<file path="src/rtl/hlsm_launcher.sv">
// Host-side launcher for an HLSM core: command intake, Start/Done sequencing, result FIFO.
// Optional watchdog enabled by defining HLSM_LAUNCHER_TIMEOUT_EN.
module hlsm_launcher #(
  parameter int DATAW   = 65,
  parameter int RDEPTH  = 4,
  parameter int TMO_CYC = 64
) (
  input  logic             Clk,
  input  logic             Rst,
  input  logic             cmd_valid,
  output logic             cmd_ready,
  input  logic [DATAW-1:0] cmd_a,
  input  logic [DATAW-1:0] cmd_b,
  input  logic [DATAW-1:0] cmd_c,
  input  logic [DATAW-1:0] cmd_d,
  input  logic [DATAW-1:0] cmd_zero,
  output logic             res_valid,
  input  logic             res_ready,
  output logic [DATAW-1:0] res_z,
  output logic             res_err,
  output logic             core_start,
  output logic [DATAW-1:0] core_a,
  output logic [DATAW-1:0] core_b,
  output logic [DATAW-1:0] core_c,
  output logic [DATAW-1:0] core_d,
  output logic [DATAW-1:0] core_zero,
  input  logic             core_done,
  input  logic [DATAW-1:0] core_z,
  output logic             busy,
  output logic [15:0]      op_cnt
);

  localparam int PW = (RDEPTH > 1) ? $clog2(RDEPTH) : 1;
  localparam int CW = PW + 1;

  typedef enum logic [1:0] {
    IDLE = 2'd0,
    ARM  = 2'd1,
    RUN  = 2'd2
  } state_e;

  state_e           state_q, state_d;
  logic             start_q, start_d;
  logic [15:0]      opcnt_q, opcnt_d;
  logic [DATAW-1:0] a_q, b_q, c_q, d_q, zero_q;

  logic [DATAW-1:0] mem_z_q [RDEPTH];
  logic [PW-1:0]    wptr_q, rptr_q;
  logic [CW-1:0]    fcnt_q;

  logic             accept;
  logic             push;
  logic             pop;
  logic [DATAW-1:0] push_z;

`ifdef HLSM_LAUNCHER_TIMEOUT_EN
  localparam int TW = (TMO_CYC > 1) ? $clog2(TMO_CYC) : 1;
  logic          mem_e_q [RDEPTH];
  logic          push_err;
  logic [TW-1:0] tmo_q, tmo_d;
  logic          tmo_hit;

  assign tmo_hit = (tmo_q == TW'(TMO_CYC - 1));
`endif

  assign cmd_ready  = (state_q == IDLE) && (fcnt_q < CW'(RDEPTH));
  assign accept     = cmd_valid && cmd_ready;
  assign res_valid  = (fcnt_q != '0);
  assign pop        = res_ready && res_valid;
  assign res_z      = res_valid ? mem_z_q[rptr_q] : '0;
  assign core_start = start_q;
  assign core_a     = a_q;
  assign core_b     = b_q;
  assign core_c     = c_q;
  assign core_d     = d_q;
  assign core_zero  = zero_q;
  assign busy       = (state_q != IDLE);
  assign op_cnt     = opcnt_q;

`ifdef HLSM_LAUNCHER_TIMEOUT_EN
  assign res_err = res_valid ? mem_e_q[rptr_q] : 1'b0;
`else
  assign res_err = 1'b0;
`endif

  always_comb begin
    state_d = state_q;
    start_d = start_q;
    opcnt_d = opcnt_q;
    push    = 1'b0;
    push_z  = '0;
`ifdef HLSM_LAUNCHER_TIMEOUT_EN
    push_err = 1'b0;
    tmo_d    = tmo_q;
`endif
    unique case (state_q)
      IDLE: begin
        if (accept) begin
          state_d = ARM;
          start_d = 1'b1;
`ifdef HLSM_LAUNCHER_TIMEOUT_EN
          tmo_d = '0;
`endif
        end
      end
      // Done is sticky from the last run; wait for the core to clear it.
      ARM: begin
        if (!core_done) begin
          state_d = RUN;
        end
`ifdef HLSM_LAUNCHER_TIMEOUT_EN
        tmo_d = tmo_q + 1'b1;
`endif
      end
      RUN: begin
        if (core_done) begin
          push    = 1'b1;
          push_z  = core_z;
          start_d = 1'b0;
          state_d = IDLE;
          opcnt_d = opcnt_q + 16'd1;
        end
`ifdef HLSM_LAUNCHER_TIMEOUT_EN
        else begin
          tmo_d = tmo_q + 1'b1;
        end
`endif
      end
      default: begin
        state_d = IDLE;
        start_d = 1'b0;
      end
    endcase
`ifdef HLSM_LAUNCHER_TIMEOUT_EN
    if (tmo_hit && ((state_q == ARM) ||
                    ((state_q == RUN) && !core_done))) begin
      state_d  = IDLE;
      start_d  = 1'b0;
      push     = 1'b1;
      push_z   = '0;
      push_err = 1'b1;
      opcnt_d  = opcnt_q + 16'd1;
      tmo_d    = '0;
    end
`endif
  end

  always_ff @(posedge Clk or negedge Rst) begin
    if (!Rst) begin
      state_q <= IDLE;
      start_q <= 1'b0;
      opcnt_q <= '0;
    end else begin
      state_q <= state_d;
      start_q <= start_d;
      opcnt_q <= opcnt_d;
    end
  end

`ifdef HLSM_LAUNCHER_TIMEOUT_EN
  always_ff @(posedge Clk or negedge Rst) begin
    if (!Rst) begin
      tmo_q <= '0;
    end else begin
      tmo_q <= tmo_d;
    end
  end
`endif

  always_ff @(posedge Clk or negedge Rst) begin
    if (!Rst) begin
      a_q    <= '0;
      b_q    <= '0;
      c_q    <= '0;
      d_q    <= '0;
      zero_q <= '0;
    end else if (accept) begin
      a_q    <= cmd_a;
      b_q    <= cmd_b;
      c_q    <= cmd_c;
      d_q    <= cmd_d;
      zero_q <= cmd_zero;
    end
  end

  // Space was reserved at accept time, so a push never meets a full FIFO.
  always_ff @(posedge Clk or negedge Rst) begin
    if (!Rst) begin
      wptr_q <= '0;
      rptr_q <= '0;
      fcnt_q <= '0;
    end else begin
      if (push) begin
        wptr_q <= wptr_q + 1'b1;
      end
      if (pop) begin
        rptr_q <= rptr_q + 1'b1;
      end
      fcnt_q <= fcnt_q + CW'(push) - CW'(pop);
    end
  end

  always_ff @(posedge Clk) begin
    if (push) begin
      mem_z_q[wptr_q] <= push_z;
`ifdef HLSM_LAUNCHER_TIMEOUT_EN
      mem_e_q[wptr_q] <= push_err;
`endif
    end
  end

endmodule

</file>
<file path="config.mk">
export PLATFORM = sky130hd
export DESIGN_NAME = hlsm_launcher
export DESIGN_NICKNAME = d
export VERILOG_FILES = /design/src/rtl/hlsm_launcher.sv
export SDC_FILE = /design/constraint.sdc
export NUM_CORES = 1
export LEC_CHECK = 0
export CORE_AREA = 2 2 310 312
export CTS_CLUSTER_SIZE = 14
export DETAILED_ROUTE_END_ITERATION = 8
export DIE_AREA = 0 0 312 314
export SETUP_SLACK_MARGIN = 0.1
export SLEW_MARGIN = 5
export SYNTH_ARGS = -nofsm -noshare
export SYNTH_HDL_FRONTEND = slang
export SYNTH_SLANG_ARGS = --single-unit
</file>
<file path="constraint.sdc">
create_clock -name Clk -period 3 [get_ports Clk]
set_input_delay 0.9 -clock Clk [delete_from_list [all_inputs] [get_ports Clk]]
set_output_delay 0.9 -clock Clk [all_outputs]
set_load 0.05 [all_outputs]
</file>
==> flow_metrics.env, run 1 <==
export IMPL_post_route_cells_drive_above_1_share_pct=34.33
export IMPL_cpPeakStageDelay_ps=500
export IMPL_ys_seq_elements=611
export IMPL_clock_skew_ps=23.22
export IMPL_cts_buffers_inserted=71
export IMPL_worst_r2r_path_depth=9
export IMPL_fill_cells=8708
export IMPL_post_route_period_util_pct=106.6
export IMPL_portBuffers=804
export IMPL_path_buf_inv=4
export IMPL_vdd_ir_drop_max_mv=0.8359
export IMPL_drt_wl_total_um=86040
export IMPL_pwr_share_comb_pct=56.3
export IMPL_fmax_mhz=312.8
export IMPL_cts_hold_buf=0
export IMPL_dieHeight_um=314
export IMPL_netlist_area_um2=24600
export IMPL_clk_latency_ps=610
export IMPL_ant_nets=0
export IMPL_p_leak_nw=14.74
export IMPL_synth_top_cell_area_share_pct=35.70
export IMPL_cts_buffer_depth=3
export IMPL_violations="setup timing"
export IMPL_multi_input_area_um2=7440
export IMPL_first_pass_iters=5
export IMPL_reg2reg_slack_ps=670
export IMPL_globalplace_congestion=0.8441
export IMPL_grt_pass1_wl_um=120700
export IMPL_core_area_um2=94450
export IMPL_path_cells="buf_12, buf_12, buf_16, mux4_2, and2_4, buf_6"
export IMPL_antenna_found_initial=33
export IMPL_grt_busiest_layer="met2"
export IMPL_cpMostUsedCell="buf_12"
export IMPL_dr_first_iter_drc_count=756
export IMPL_drv_cap=0
export IMPL_status="finished, violations left"
export IMPL_nets=2565
export IMPL_final_max_slew_viol_count=0
export IMPL_dieArea_um2=97970
export IMPL_synth_top_area_cell="dfrtp_1"
export IMPL_drc=0
export IMPL_crit_path_end_kind="output pin"
export IMPL_met3_usage_pct=7.444
export IMPL_final_cell_count_no_fill=3493
export IMPL_use_met1_pct=19.47
export IMPL_ios=806
export IMPL_placed_cells=3338
export IMPL_avgSynthCellArea_um2=19.13
export IMPL_die_w_um=312
export IMPL_p_int_w=0.02798
export IMPL_grt_use_met2_pct=28.26
export IMPL_syn2layout_area_growth_pct=51.37
export IMPL_overflow=0
export IMPL_cts_root_buf="clkbuf_16"
export IMPL_dpl_hpwl_um=66020
export IMPL_worst_hold_path_type="in2async"
export IMPL_synthTopCellsByArea="dfrtp_1 (36%), edfxtp_1 (32%), mux2_4 (12%), mux4_2 (6.0%), mux2_2 (5.7%)"
export IMPL_cts_tree="built"
export IMPL_cp_data_arrival_time_ps=2300
export IMPL_crit_fanout=5
export IMPL_worst_hold_slack_ps=228.6
export IMPL_powerDensity_nw_per_um2=1338
export IMPL_cp_top_family="buffers and inverters"
export IMPL_finalSetupViolations=65
export IMPL_p_switching_w=0.02185
export IMPL_rsz0062_at_grt="yes"
export IMPL_register_area_um2=16600
export IMPL_path_depth=6
export IMPL_crit_type="reg2out"
export IMPL_period_needed_ps=3197
export IMPL_wl_per_cell_um=24.63
export IMPL_grt_pass1_vias=16461
export IMPL_slew_limit_headroom_pct=52.60
export IMPL_ys_seq_area_share_pct=67.44
export IMPL_final_core_util_pct=39.43
export IMPL_synth_nets=1689
export IMPL_vias_per_cell=4.262
export IMPL_worst_slack_ps=-197.3
export IMPL_slowest_stage="dfrtp_4"
export IMPL_required_ps=2100
export IMPL_cts_clk_slew_worst_paths_ps=60
export IMPL_yosys_warnings=0
export IMPL_seq_power_share_pct=26.1
export IMPL_syn_inst=1286
export IMPL_htree_num_levels=3
export IMPL_crit_path_start_kind="flop"
export IMPL_swShare_pct=43.84
export IMPL_grt_use_total_pct=17.10
export IMPL_clkPwrFrac_pct=17.6
export IMPL_clkSinkCount=611
export IMPL_initial_utilization_pct=26.05
export IMPL_yosysUniqueCellTypes=37
export IMPL_grt_max_degree=66
export IMPL_hold_viol_final=0
export IMPL_worst_pin_slew_ps=708.8
export IMPL_row_count=113
export IMPL_via_count=14887
[power by group through the flow]
stage	registers, W	logic (W)	clock network [W]
floorplan	0.0209	0.00935	0
global placement	0.0130	0.0264	0
detailed placement	0.0131	0.0265	0
CTS	0.0130	0.0283	0.00906
global route	0.0133	0.0290	0.00939
finish	0.0130	0.0280	0.00877
[placed cells by master, fill, tap and decap left out, types with 2 or more instances in the layout]
| cell | instances |
|---|---|
| clkdlybuf4s50_1 | 683 |
| dfrtp_1 | 348 |
| edfxtp_1 | 260 |
| mux2_4 | 200 |
| mux2_2 | 124 |
| clkbuf_16 | 74 |
| buf_4 | 73 |
| and2_4 | 70 |
| and2_1 | 66 |
| mux4_2 | 65 |
| buf_6 | 52 |
| buf_12 | 29 |
| buf_8 | 17 |
| nand2_1 | 15 |
| clkinv_2 | 15 |
| diode_2 | 14 |
| xnor2_1 | 14 |
| buf_16 | 11 |
| clkbuf_1 | 9 |
| bufinv_16 | 8 |
| clkinv_1 | 8 |
| inv_1 | 7 |
| xor2_1 | 7 |
| ha_1 | 7 |
| nand4_1 | 6 |
| nor2_1 | 6 |
| clkbuf_8 | 5 |
| clkinv_8 | 4 |
| dlygate4sd2_1 | 4 |
| nand3_1 | 3 |
| nor3_1 | 2 |
| o21ai_0 | 2 |
| dfrtp_2 | 2 |
[metrics by stage]
stage	total power [W]	TNS (ps)	setup slack [ps]	instance area, um2
2_1_floorplan	0.03020	0	314.0	24610
3_5_place_dp	0.03962	-43.33	-27.30	33960
6_report	0.04983	-8521	-197.3	37240
4_1_cts	0.05042	-12110	-244.8	37150
3_3_place_gp	0.03939	-161.5	-67.60	33960
5_1_grt	0.05171	-14030	-273.3	37220
[timing repair]
action | CTS | global route
setup endpoints to repair | 70 | 67
cloned | 9 | 1
pin swaps | 5 | 3
gates resized for setup | 161 | 9
setup buffers | 6 | 0
[cell families (layout without fill, tap and decap cells)]
family / count (synthesis) / after routing / synth area share (%)
flip-flops: 611 / 611 / 67.44
multiplexers: 390 / 390 / 23.88
AND/OR/NAND/NOR: 178 / 178 / 4.394
buffers and inverters: 75 / 1003 / 3.046
XOR/XNOR: 21 / 21 / 0.7476
adder cells (fa/ha/maj): 8 / 8 / 0.4374
AO/OA/AOI/OAI: 2 / 2 / 0.04069
other: 1 / 15 / 0.01524
[Yosys cell counts]
library cell and number:
xnor2_1 14, mux4_2 65, nor4_1 1, xor2_1 7, clkbuf_1 20, buf_6 5
buf_2 7, inv_1 7, nand4_2 1, or2_4 1, nand3_1 3, and3_1 1
buf_8 2, nor2_1 6, buf_1 1, or2_2 1, nor4_2 1, and3b_1 1
edfxtp_1 260, ha_1 7, nand4_1 6, buf_12 22, o21ai_0 2, fa_1 1
and2_1 135, nand2_1 15, mux2_4 200, buf_4 11, or3_1 1, nor2_4 1
mux2_1 1, nor3_1 2, dfrtp_1 351, nand3b_1 1, mux2_2 124, conb_1 1
and2_4 1
[registers in the layout (all words and copies together) (netlist names)]
register    count
mem_z_q       260
core_b         65
core_a         65
op_cnt         16
core_start      1
rptr_q          2
fcnt_q          3
core_zero      65
core_d         65
wptr_q          2
core_c         65
state_q         2
[worst paths after layout]
kind | startpoint | to
max reg2reg | fcnt_q[2]$_DFF_PN0_ | fcnt_q[2]$_DFF_PN0_
min in group Clk | op_cnt[15]$_DFFE_PN0P_ | op_cnt[15]$_DFFE_PN0P_
max in group asynchronous | Rst | rptr_q[0]$_DFFE_PN0P_
min reg2reg | op_cnt[15]$_DFFE_PN0P_ | op_cnt[15]$_DFFE_PN0P_
max | rptr_q[0]$_DFFE_PN0P_ | res_z[36]
min | Rst | core_c[9]$_DFFE_PN0P_
[layout make-up]
class	instances	area share (%)
well taps	1265	4.250
clock inverters	38	1.200
diodes	14	0.09408
flip-flops and latches	611	44.57
repair buffers	871	24.66
clock buffers	87	5.181
inverters	7	0.07056
multi-input cells	600	19.98
[metal layers]
layer,up-vias,part of all wire (%)
met5,-,0.27
met4,38,3.8
met3,159,9.5
met2,642,49
met1,7547,38
li1,6501,-
Power figures use the tool's default switching activity.
==> inputs of run 2 (changes only) <==
- SKIP_CTS_REPAIR_TIMING: default -> 1
==> flow_metrics.env, run 2 (synthesis gave the netlist of run 1 again) <==
export IMPL_worst_r2r_path_depth=9
export IMPL_rsz0062_at_grt="yes"
export IMPL_row_count=113
export IMPL_cts_root_buf="clkbuf_16"
export IMPL_grt_max_degree=66
export IMPL_drv_cap=0
export IMPL_final_common_cell="clkdlybuf4s50_1"
export IMPL_drc=0
export IMPL_worst_slack_ps=-125.1
export IMPL_globalplace_congestion=0.8441
export IMPL_syn2layout_area_growth_pct=51.03
export IMPL_crit_type="reg2out"
export IMPL_post_route_period_util_pct=104.2
export IMPL_reg2reg_slack_ps=660
export IMPL_first_pass_iters=5
export IMPL_dieHeight_um=314
export IMPL_worst_hold_slack_ps=222.9
export IMPL_portBuffers=804
export IMPL_cts_clk_slew_worst_paths_ps=60
export IMPL_crit_fanout=6
export IMPL_design_area_um2=37160
export IMPL_post_route_cells_drive_above_1_share_pct=34.30
export IMPL_antenna_found_initial=32
export IMPL_clock_skew_ps=30.80
export IMPL_drt_wl_total_um=85740
export IMPL_cts_tree="built"
export IMPL_ant_nets=0
export IMPL_hold_viol_final=0
export IMPL_clkSinkCount=611
export IMPL_status="finished, violations left"
export IMPL_grt_use_total_pct=16.82
export IMPL_regMostFlops="mem_z_q"
export IMPL_worst_pin_slew_ps=708.8
export IMPL_ios=806
export IMPL_final_max_slew_viol_count=0
export IMPL_violations="setup timing"
export IMPL_crit_path_start_kind="flop"
export IMPL_finalSetupViolations=65
export IMPL_grt_pass1_vias=16339
export IMPL_powerDensity_nw_per_um2=1335
export IMPL_cts_buffer_depth=3
export IMPL_grt_pass1_wl_um=118900
export IMPL_cts_buffers_inserted=71
export IMPL_overflow=0
export IMPL_tns_ps=-5277
export IMPL_htree_num_levels=3
export IMPL_worst_hold_path_type="in2async"
export IMPL_via_count=14874
export IMPL_dpl_hpwl_um=66020
export IMPL_slew_limit_headroom_pct=52.60
export IMPL_largest_reg_flops=260
export IMPL_nets=2564
export IMPL_cp_data_arrival_time_ps=2230
export IMPL_dr_first_iter_drc_count=821
export IMPL_mostFrequentLayoutCells="clkdlybuf4s50_1 (684), dfrtp_1 (348), edfxtp_1 (260), mux2_4 (200), mux2_2 (124)"
export IMPL_period_needed_ps=3125
export IMPL_initial_utilization_pct=26.05
export IMPL_place_area_um2=33960
export IMPL_regToRegEndpoint="fcnt_q[2]$_DFF_PN0_"
export IMPL_dieArea_um2=97970
export IMPL_vias_per_cell=4.259
export IMPL_p_leak_nw=14.73
export IMPL_wl_per_cell_um=24.55
export IMPL_clk_latency_ps=620
export IMPL_crit_path_end_kind="output pin"
export IMPL_regToRegStartpoint="fcnt_q[2]$_DFF_PN0_"
export IMPL_core_area_um2=94450
export IMPL_die_w_um=312
export IMPL_fmax_mhz=320.0
export IMPL_required_ps=2100
export IMPL_vdd_ir_drop_max_mv=0.8315
[run 2: cell types whose count changed in the layout (fill, tap and decap cells not counted), sizes merged]
| cell | change |
|---|---|
| clkbuf | +5 |
| clkdlybuf4s50 | +1 |
| dlygate4sd2 | -4 |
| dlymetal6s2s | +3 |
| buf | -6 |
[run 2: where the power goes]
group	switching (W)	internal [W]
combinational	0.0167	0.0111
clock	0.00349	0.00528
sequential	0.00157	0.0115
[run 2: how the worst max path moves through the flow]
stage | from | to | cells after the start
floorplan | core_done | mem_z_q[1][0]$_DFFE_PP_ | 4
finish | rptr_q[0]$_DFFE_PN0P_ | res_z[51] | 5
global placement | core_done | op_cnt[9]$_DFFE_PN0P_ | 7
detailed placement | core_done | op_cnt[9]$_DFFE_PN0P_ | 7
global route | rptr_q[0]$_DFFE_PN0P_ | res_z[60] | 5
CTS | rptr_q[0]$_DFFE_PN0P_ | res_z[55] | 4
[run 2: per-layer routing]
metal | global-route usage, % | vias up | share of wire [%]
met5 | 0 | - | 0.26
met4 | 6.654 | 36 | 3.6
met3 | 7.240 | 152 | 9.3
met2 | 27.51 | 612 | 49
met1 | 19.44 | 7574 | 38
li1 | - | 6500 | -
[run 2: stage by stage]
stage | worst slack [ps] | instances | utilization (%) | power, W
final | -125.1 | 3492 | 39.34 | 0.04961
after global placement | -67.60 | 3338 | 35.96 | 0.03939
after global routing | -217.7 | 3483 | 39.32 | 0.05150
after CTS | -319.8 | 3463 | 38.48 | 0.04864
after detailed placement | -27.30 | 3338 | 35.96 | 0.03962
after floorplan | 314.0 | 1286 | - | 0.03020
[run 2: layout make-up]
cell class,instances,area (um2)
timing repair buffer,870,9099
inverter,7,26.28
tap,1265,1583
clock buffer,87,1929
clock inverter,38,446.7
antenna,14,35.03
fill,8724,57290
multi-input combinational,600,7440
sequential,611,16600
[run 2: critical path: stages, from the launching register on]
cell and delay (ps):
dfrtp_4 460, buf_12 170, clkbuf_16 180, mux4_2 510, and2_4 180, buf_6 140
